--- src/rtl/hazard_stall_controller.sv ---
// Pipeline hazard and stall sequencer for the 5-stage core.
// Drives IF/ID stall/flush and ID/EX bubble; drains the pipe before traps.
module hazard_stall_controller #(
  parameter int REG_ADDR_W = 5,
  parameter int CNT_W      = 32
) (
  input  logic                  clk,
  input  logic                  rst_n,
  input  logic                  id_valid,
  input  logic [REG_ADDR_W-1:0] id_rs1,
  input  logic [REG_ADDR_W-1:0] id_rs2,
  input  logic                  id_rs1_used,
  input  logic                  id_rs2_used,
  input  logic [REG_ADDR_W-1:0] id_rd,
  input  logic                  id_wb_reg_file,
  input  logic                  id_wb_load,
  input  logic                  id_invalid_inst,
  input  logic                  ex_branch_taken,
  input  logic                  mem_stall,
  input  logic                  trap_ack,
  output logic                  pc_stall,
  output logic                  if_id_stall,
  output logic                  if_id_flush,
  output logic                  id_ex_bubble,
  output logic                  trap_req,
  output logic [CNT_W-1:0]      stall_cycles,
  output logic [CNT_W-1:0]      flush_count
);

  typedef enum logic [1:0] {
    RUN   = 2'd0,
    DRAIN = 2'd1,
    TRAP  = 2'd2
  } state_t;

  state_t                state;
  logic                  ex_vld;
  logic [REG_ADDR_W-1:0] ex_rd;
  logic                  ex_wr;
  logic                  ex_ld;
  logic                  mem_vld;
  logic [REG_ADDR_W-1:0] mem_rd;
  logic                  mem_wr;

  logic load_use;
  logic issued;
  logic in_run;

  // Destination info beyond EX is kept for forwarding hookup later
  logic unused_trk;
  assign unused_trk = ^{mem_rd, mem_wr, ex_wr};

  assign in_run = (state == RUN);

  assign load_use = ex_vld & ex_ld & (ex_rd != '0) & id_valid &
                    ((id_rs1_used & (id_rs1 == ex_rd)) |
                     (id_rs2_used & (id_rs2 == ex_rd)));

  assign issued = id_valid & in_run & ~load_use &
                  ~ex_branch_taken & ~id_invalid_inst;

  assign trap_req = (state == TRAP);

  always_comb begin
    pc_stall     = 1'b0;
    if_id_stall  = 1'b0;
    if_id_flush  = 1'b0;
    id_ex_bubble = 1'b0;
    if (mem_stall) begin
      pc_stall    = 1'b1;
      if_id_stall = 1'b1;
    end else if (ex_branch_taken) begin
      if_id_flush  = 1'b1;
      id_ex_bubble = 1'b1;
    end else if (in_run) begin
      if (load_use) begin
        pc_stall     = 1'b1;
        if_id_stall  = 1'b1;
        id_ex_bubble = 1'b1;
      end
    end else begin
      // DRAIN and TRAP both hold the faulting instruction in ID
      pc_stall     = 1'b1;
      if_id_stall  = 1'b1;
      id_ex_bubble = 1'b1;
      if_id_flush  = (state == TRAP) & trap_ack;
    end
  end

  always_ff @(posedge clk or negedge rst_n) begin
    if (!rst_n) begin
      state        <= RUN;
      ex_vld       <= 1'b0;
      ex_rd        <= '0;
      ex_wr        <= 1'b0;
      ex_ld        <= 1'b0;
      mem_vld      <= 1'b0;
      mem_rd       <= '0;
      mem_wr       <= 1'b0;
      stall_cycles <= '0;
      flush_count  <= '0;
    end else begin
      if (pc_stall)
        stall_cycles <= stall_cycles + CNT_W'(1);
      if (!mem_stall) begin
        if (if_id_flush)
          flush_count <= flush_count + CNT_W'(1);
        mem_vld <= ex_vld;
        mem_rd  <= ex_rd;
        mem_wr  <= ex_wr;
        ex_vld  <= issued;
        ex_rd   <= issued ? id_rd : '0;
        ex_wr   <= issued & id_wb_reg_file;
        ex_ld   <= issued & id_wb_load;
        unique case (state)
          RUN: begin
            if (id_valid & id_invalid_inst & ~ex_branch_taken)
              state <= DRAIN;
          end
          DRAIN: begin
            if (ex_branch_taken)
              state <= RUN;
            else if (~ex_vld & ~mem_vld)
              state <= TRAP;
          end
          TRAP: begin
            if (trap_ack)
              state <= RUN;
          end
          default: state <= RUN;
        endcase
      end
    end
  end

endmodule

--- config.mk ---
export PLATFORM = sky130hd
export DESIGN_NAME = hazard_stall_controller
export DESIGN_NICKNAME = d
export VERILOG_FILES = /design/src/rtl/hazard_stall_controller.sv
export SDC_FILE = /design/constraint.sdc
export NUM_CORES = 1
export LEC_CHECK = 0
export CORE_ASPECT_RATIO = 1.5
export CORE_MARGIN = 3
export CORE_UTILIZATION = 45
export DETAILED_ROUTE_END_ITERATION = 8
export HOLD_SLACK_MARGIN = 0.08
export PLACE_DENSITY = 0.8
export SLEW_MARGIN = 10
export SYNTH_ARGS = -nofsm -noshare
export SYNTH_HDL_FRONTEND = slang
export SYNTH_SLANG_ARGS = --single-unit
--- constraint.sdc ---
create_clock -name clk -period 3.05 [get_ports clk]
set_input_delay 0.61 -clock clk [delete_from_list [all_inputs] [get_ports clk]]
set_output_delay 0.61 -clock clk [all_outputs]
set_load 0.03 [all_outputs]
==> metrics, run 1 <==
placeable core region=7370 um^2; crit-path leading delay family=buffers and inverters; placement row count=38; ratio of final minimum period to clock period=0.951; hold violation total from the final report=0; Sinks on Clock Net=74; global-route wire length before repair=13500 um; max-slew violation total from the final report=0; Setup crit start=id_rs2[2]; slowest library cell on the worst path=clkdlybuf4s50_1; power density of the placed cells=between 500 and 600 nW/um^2; count of routing violations after the opening detailed-route iteration=99; half-perimeter wire length after detailed placement=5700 um; Seq. cell area=1850 um^2; number of fill cells=611; type of origin of the critical path=input port; total gr overflow=0; sequential share of the synthesized area=0.532; setup-violating endpoint count in the final report=0; proportion of synthesized flip-flops having asynchronous set or reset=1.00; number of nets with antenna violations after routing=0; Die X-Extent=77.8 um; number of inserted diodes=0; count of cells resized by post-cts repair=0; number of global-route vias before repair=2865; antenna violations before repair=0; worst stage delay on the critical path=0.42 ns; final weighted congestion in routability-driven placement=0.812; reg-to-reg startpoint=ex_rd[2]; maximum fanout along the worst path=6; mean area per synthesized cell=11.1 um^2; layout overhead on the synthesized area=35.7%; Post-route DRC=0; Worst-Margin Slew=roughly 0.9 ns; Multi-input gate area=1560 um^2; reg2reg path depth=7; sort of element at the end of the critical path=output port; number of buffers inserted to repair setup after CTS=0; synthesized flop and latch total=74; Die Area=8840 um^2; critical register-to-register path endpoint=stall_cycles[31]; TritonRoute pass-1 iters=4; total via count after detailed routing=2715; cells along the critical path=clkdlybuf4s50_1 -> xor2_1 -> nor4_2 -> a32oi_1 -> o31a_4 -> inv_2 -> buf_4; Slew Limit Headroom=0.402; Clk Latency, worst-skew pair=0.35 ns; type of the setup path with the least slack=input port to output port; count of flip-flops with a built-in enable after synthesis=0; effective utilization at floorplan=0.472; CTS buffer count=9; Ports=95; Final Core Density=0.641; leakage power total=2.05 nW; net count of the mapped netlist=341; largest buffer count on any clock path=2; fraction of layout instances using a drive strength above 1=0.0905; result of the run=completed; clock skew=slightly above 0.008 ns; nets@finish=444; setup repair after global routing missed its margin=no; Critical Path RT=2.44 ns; number of buffers added to fix hold violations after cts=0; per-cell via count in the routed design=5.22; mean routed wirelength per cell=15.1 um; VDD IR max=0.492 mV; WP depth=7; Tot GR Track Use=0.194; Synth cell types=36; die outline height=114 um; clock transition at the registers of the reported paths=0.07 ns; total of warnings raised by yosys=0; # port buffers=between 90 and 100; clk root buf=clkbuf_8; Critical Path End=if_id_stall; total negative slack=0 ns; primary flip-flop cell chosen by synthesis mapping=dfrtp_1; path category of the worst min-delay check=input port to asynchronous set/reset pin; FF-to-FF setup slack=~0.8 ns; pin count of the biggest net entering global routing=75; final routed wirelength across all metal layers=between 7000 and 8000 um; combined buffer and inverter count along the critical path=3; instance count of the mapped netlist=313; clock tree from TritonCTS=built; achievable clock frequency=~340 MHz; Mapped Area=between 3000 and 4000 um^2; H-tree levels=3; post-layout minimum cycle time=around 2.9 ns; max-cap viol count=0; Data arrival, critical path=2.29 ns
## sequential cells by signal (all words and copies together) (netlist names)
register	count
ex_vld	1
flush_count	32
ex_ld	1
ex_rd	5
stall_cycles	32
mem_vld	1
state	2
## cells by family (layout without fill, tap and decap cells)
kind of cell / count (synthesis) / in the layout / share of synthesized area
flops: 74 / 74 / 0.532
buf+inv: 12 / 119 / 0.0187
xor+xnor: 72 / 72 / 0.181
mux: 3 / 3 / 0.00971
simple gates: 136 / 136 / 0.217
compound gates: 14 / 14 / 0.0338
fa+ha+maj: 2 / 2 / 0.00719
## cells in the mapped netlist, types with 2 or more instances
library cell | number | share of area
and4_1 | 6 | 0.015
clkbuf_1 | 2 | 0.0022
nor4_1 | 4 | 0.0072
dfrtp_1 | 74 | 0.53
a22o_1 | 6 | 0.015
nand4_1 | 26 | 0.047
nor4b_2 | 2 | 0.0086
o21ai_0 | 2 | 0.0029
or2_2 | 2 | 0.0036
nand3b_1 | 2 | 0.0043
inv_1 | 5 | 0.0054
nand2_1 | 25 | 0.027
nor2_1 | 22 | 0.024
nand3_1 | 17 | 0.024
buf_6 | 2 | 0.0065
mux2_2 | 3 | 0.0097
ha_1 | 2 | 0.0072
xor2_1 | 33 | 0.083
and3_1 | 11 | 0.020
xnor2_1 | 39 | 0.098
nor3_1 | 13 | 0.019
## area by class of cell
| cell class | instances | share of cell area |
|---|---|---|
| inverters | 6 | 0.00477 |
| clock buffers | 13 | 0.0358 |
| multi-input cells | 227 | 0.331 |
| clock inverters | 2 | 0.00742 |
| flip-flops and latches | 74 | 0.392 |
| well taps | 100 | 0.0265 |
| repair buffers | 98 | 0.202 |
## how the worst min path moves through the flow
stage	from	end	slack [ns]
5_1_grt	rst_n	flush_count[12]	0.44
6_report	rst_n	flush_count[13]	0.40
2_1_floorplan	rst_n	ex_ld	0.31
4_1_cts	rst_n	flush_count[13]	0.41
3_5_place_dp	flush_count[31]	flush_count[31]	0.46
3_3_place_gp	flush_count[31]	flush_count[31]	0.46
## power by group
group | switching (W) | internal, W | leakage (nW) | total, W
Sequential | 0.000138 | 0.00108 | 0.953 | 0.00122
Combinational | 0.000387 | 0.000295 | 0.992 | 0.000681
Clock | 0.000337 | 0.000440 | 0.106 | 0.000777
## layer usage
layer  part of all wire  global-route usage  up-vias
met2               0.51               0.312       68
met3              0.063              0.0664       15
met1               0.41               0.232     1328
met4              0.022              0.0903        0
li1                   -                   -     1304
met5                  0                   0        -
## worst register-to-register path: stages, from the launching register on
cell	delay [ns]
dfrtp_1	0.43
xor2_1	0.19
nor4_2	0.28
a32oi_1	0.16
o31a_4	0.37
buf_4	0.21
nor4_1	0.37
xor2_1	0.17
## through the flow
stage                     instance area [um^2]  power (W)  cells  hold WS, ns  setup slack, ns
after global routing                      4720    0.00282    520        0.444           0.0586
after CTS                                 4720    0.00271    520        0.415            0.128
final                                     4720    0.00268    520        0.398            0.149
after global placement                    4520    0.00190    505        0.457            0.142
after floorplan                           3480    0.00159    313        0.314            0.443
after detailed placement                  4520    0.00192    505        0.461            0.133
## cells in the final DEF, fill, tap and decap left out, types with 2 or more instances in the layout
cell type,count
nor3_1,13
nand3b_1,2
nand3_1,17
nand4_1,26
inv_1,5
nor4b_2,2
or2_2,2
clkdlybuf4s50_1,88
and3_1,11
nand2_1,25
buf_4,10
and4_1,6
dfrtp_1,74
nor4_1,4
mux2_2,3
xnor2_1,39
clkbuf_8,12
o21ai_0,2
xor2_1,33
ha_1,2
nor2_1,22
a22o_1,6
(Power assumes the default switching activity.)
==> inputs of run 2 (changes only) <==
Settings changed: GPL_TIMING_DRIVEN set to 1, SLEW_MARGIN 10 to 0.
==> results of run 2 <==
The final DEF is identical to that of run 1; final timing and power are the same.
==> inputs of run 3 (changes only) <==
Settings changed: RECOVER_POWER set to 100, SLEW_MARGIN 0 to unset.
==> run 3 against run 2 <==
Compared with the run above: the run now ends with max-capacitance violations, max-slew violations left; final cell count did not move; wire length fell by 0.52%; register-to-register slack got worse by 0.33 ns; critical path depth did not move; via count rose by 0.63%; core utilization fell by 0.65 points; first-iteration DRC count fell by 1.0%; clock skew fell by 0.0013 ns; largest power group unchanged; sequential power barely moved.
==> metrics, run 3 (synthesis results as in run 1) <==
result of the run=complete, but fails checks; failing checks=max-capacitance violations, max-slew violations; sort of element at the end of the critical path=output port; post-layout minimum cycle time=around 2.9 ns; number of buffers added to fix hold violations after cts=0; ratio of final minimum period to clock period=0.952; half-perimeter wire length after detailed placement=5700 um; power density of the placed cells=about 560 nW/um^2; number of buffers inserted to repair setup after CTS=0; CTS buffer count=9; commonest cells after routing, fill and taps aside=dfrtp_1 (74), dlygate4sd3_1 (67), xnor2_1 (39); Die X-Extent=77.8 um; mean routed wirelength per cell=15.1 um; largest buffer count on any clock path=2; Die Area=8840 um^2; number of nets with antenna violations after routing=0; clk root buf=clkbuf_8; placeable core region=roughly 7400 um^2; number of inserted diodes=0; cell area reported after detailed placement=4520 um^2; number of global-route vias before repair=2865; Post-route DRC=0; total negative slack=0 ns; TritonRoute pass-1 iters=4; final routed wirelength across all metal layers=7830 um; Regs by FF count=flush_count: 32 flops, stall_cycles: 32 flops, ex_rd: 5 flops; path category of the worst min-delay check=flop to flop; clock tree from TritonCTS=built; Data arrival, critical path=2.29 ns; pin count of the biggest net entering global routing=75; hold violation total from the final report=0; fraction of layout instances using a drive strength above 1=0.0690; total via count after detailed routing=~2700; effective utilization at floorplan=0.472; type of origin of the critical path=input port; Clk Latency, worst-skew pair=approximately 0.35 ns; count of routing violations after the opening detailed-route iteration=98; setup-violating endpoint count in the final report=0; worst hold path stage count=1; Sinks on Clock Net=74; cell area after layout=4670 um^2; placement row count=38; layout overhead on the synthesized area=34.4%; setup repair after global routing missed its margin=no; # port buffers=93; most common cell after layout, fill and taps aside=dfrtp_1; Worst-Margin Slew=1.79 ns; total gr overflow=0; Tot GR Track Use=0.194; VDD IR max=0.470 mV; type of the setup path with the least slack=input port to output port; H-tree levels=3; leakage power total=~2.2 nW; Critical Path RT=2.44 ns; max-cap viol count=1; achievable clock frequency=344 MHz; final weighted congestion in routability-driven placement=0.812; per-cell via count in the routed design=between 5 and 6; antenna violations before repair=0; Slew Limit Headroom=-0.195; Ports=95; die outline height=between 100 and 150 um; nets@finish=444; reg2reg path depth=8; clock skew=0.00690 ns; maximum fanout along the worst path=2; count of cells resized by post-cts repair=0; clock transition at the registers of the reported paths=0.07 ns; max-slew violation total from the final report=between 70 and 80; global-route wire length before repair=13500 um; number of fill cells=slightly above 600
## run 3: cell types whose count changed in the layout (fill, tap and decap cells not counted), moves of 2 or more
cell	previous run	this run
buf_4	10	2
clkbuf_1	1	6
clkbuf_2	0	3
clkdlybuf4s50_1	88	21
dlygate4sd3_1	0	67
nor4b_1	0	2
nor4b_2	2	0
## run 3: area by class of cell
| cell class | instances | area, um^2 | area share |
|---|---|---|---|
| Inverter | 6 | 22.5 | 0.00482 |
| Sequential cell | 74 | 1850 | 0.396 |
| Timing Repair Buffer | 98 | 930 | 0.199 |
| Multi-Input combinational cell | 227 | 1540 | 0.330 |
| Tap cell | 100 | 125 | 0.0268 |
| Clock inverter | 2 | 35.0 | 0.00750 |
| Clock buffer | 13 | 169 | 0.0361 |
## run 3: worst max-delay path, stage by stage
cell and delay, ns:
clkdlybuf4s50_1 0.42, xor2_1 0.15, nor4_2 0.28, a32oi_1 0.16, or2_2 0.32, a21oi_1 0.12, clkbuf_2 0.23
## run 3: metrics by stage
step,hold slack (ns),setup slack [ns],util,std cells,total power (W)
after floorplan,0.314,0.443,-,313,0.00159
after global placement,0.457,0.142,0.613,505,0.00190
after detailed placement,0.461,0.133,0.613,505,0.00192
after CTS,0.415,0.128,0.641,520,0.00271
after global routing,0.490,0.0392,0.634,520,0.00278
final,0.459,0.147,0.634,520,0.00263
## run 3: worst paths after layout
| check | from | to | slack [ns] |
|---|---|---|---|
| min in group asynchronous | rst_n | flush_count[13] | 0.75 |
| hold / removal | flush_count[31] | flush_count[31] | 0.46 |
| setup / recovery | id_rs2[2] | id_ex_bubble | 0.15 |
| hold reg to reg | flush_count[31] | flush_count[31] | 0.46 |
| max in group asynchronous | rst_n | mem_vld | 1.25 |
| setup reg to reg | ex_rd[2] | stall_cycles[14] | 0.47 |
## run 3: power by group
group          leakage, nW  internal [W]  total, W  switching (W)
clock network        0.106      0.000440  0.000777       0.000337
logic                 1.09      0.000256  0.000641       0.000385
registers            0.953       0.00108   0.00121       0.000134
## run 3: routing by layer
metal	track usage	vias up	wire length (um)
met1	0.232	1352	3170
met3	0.0664	15	487
met2	0.312	62	4000
met4	0.0903	0	176
met5	0	-	0
li1	-	1303	-
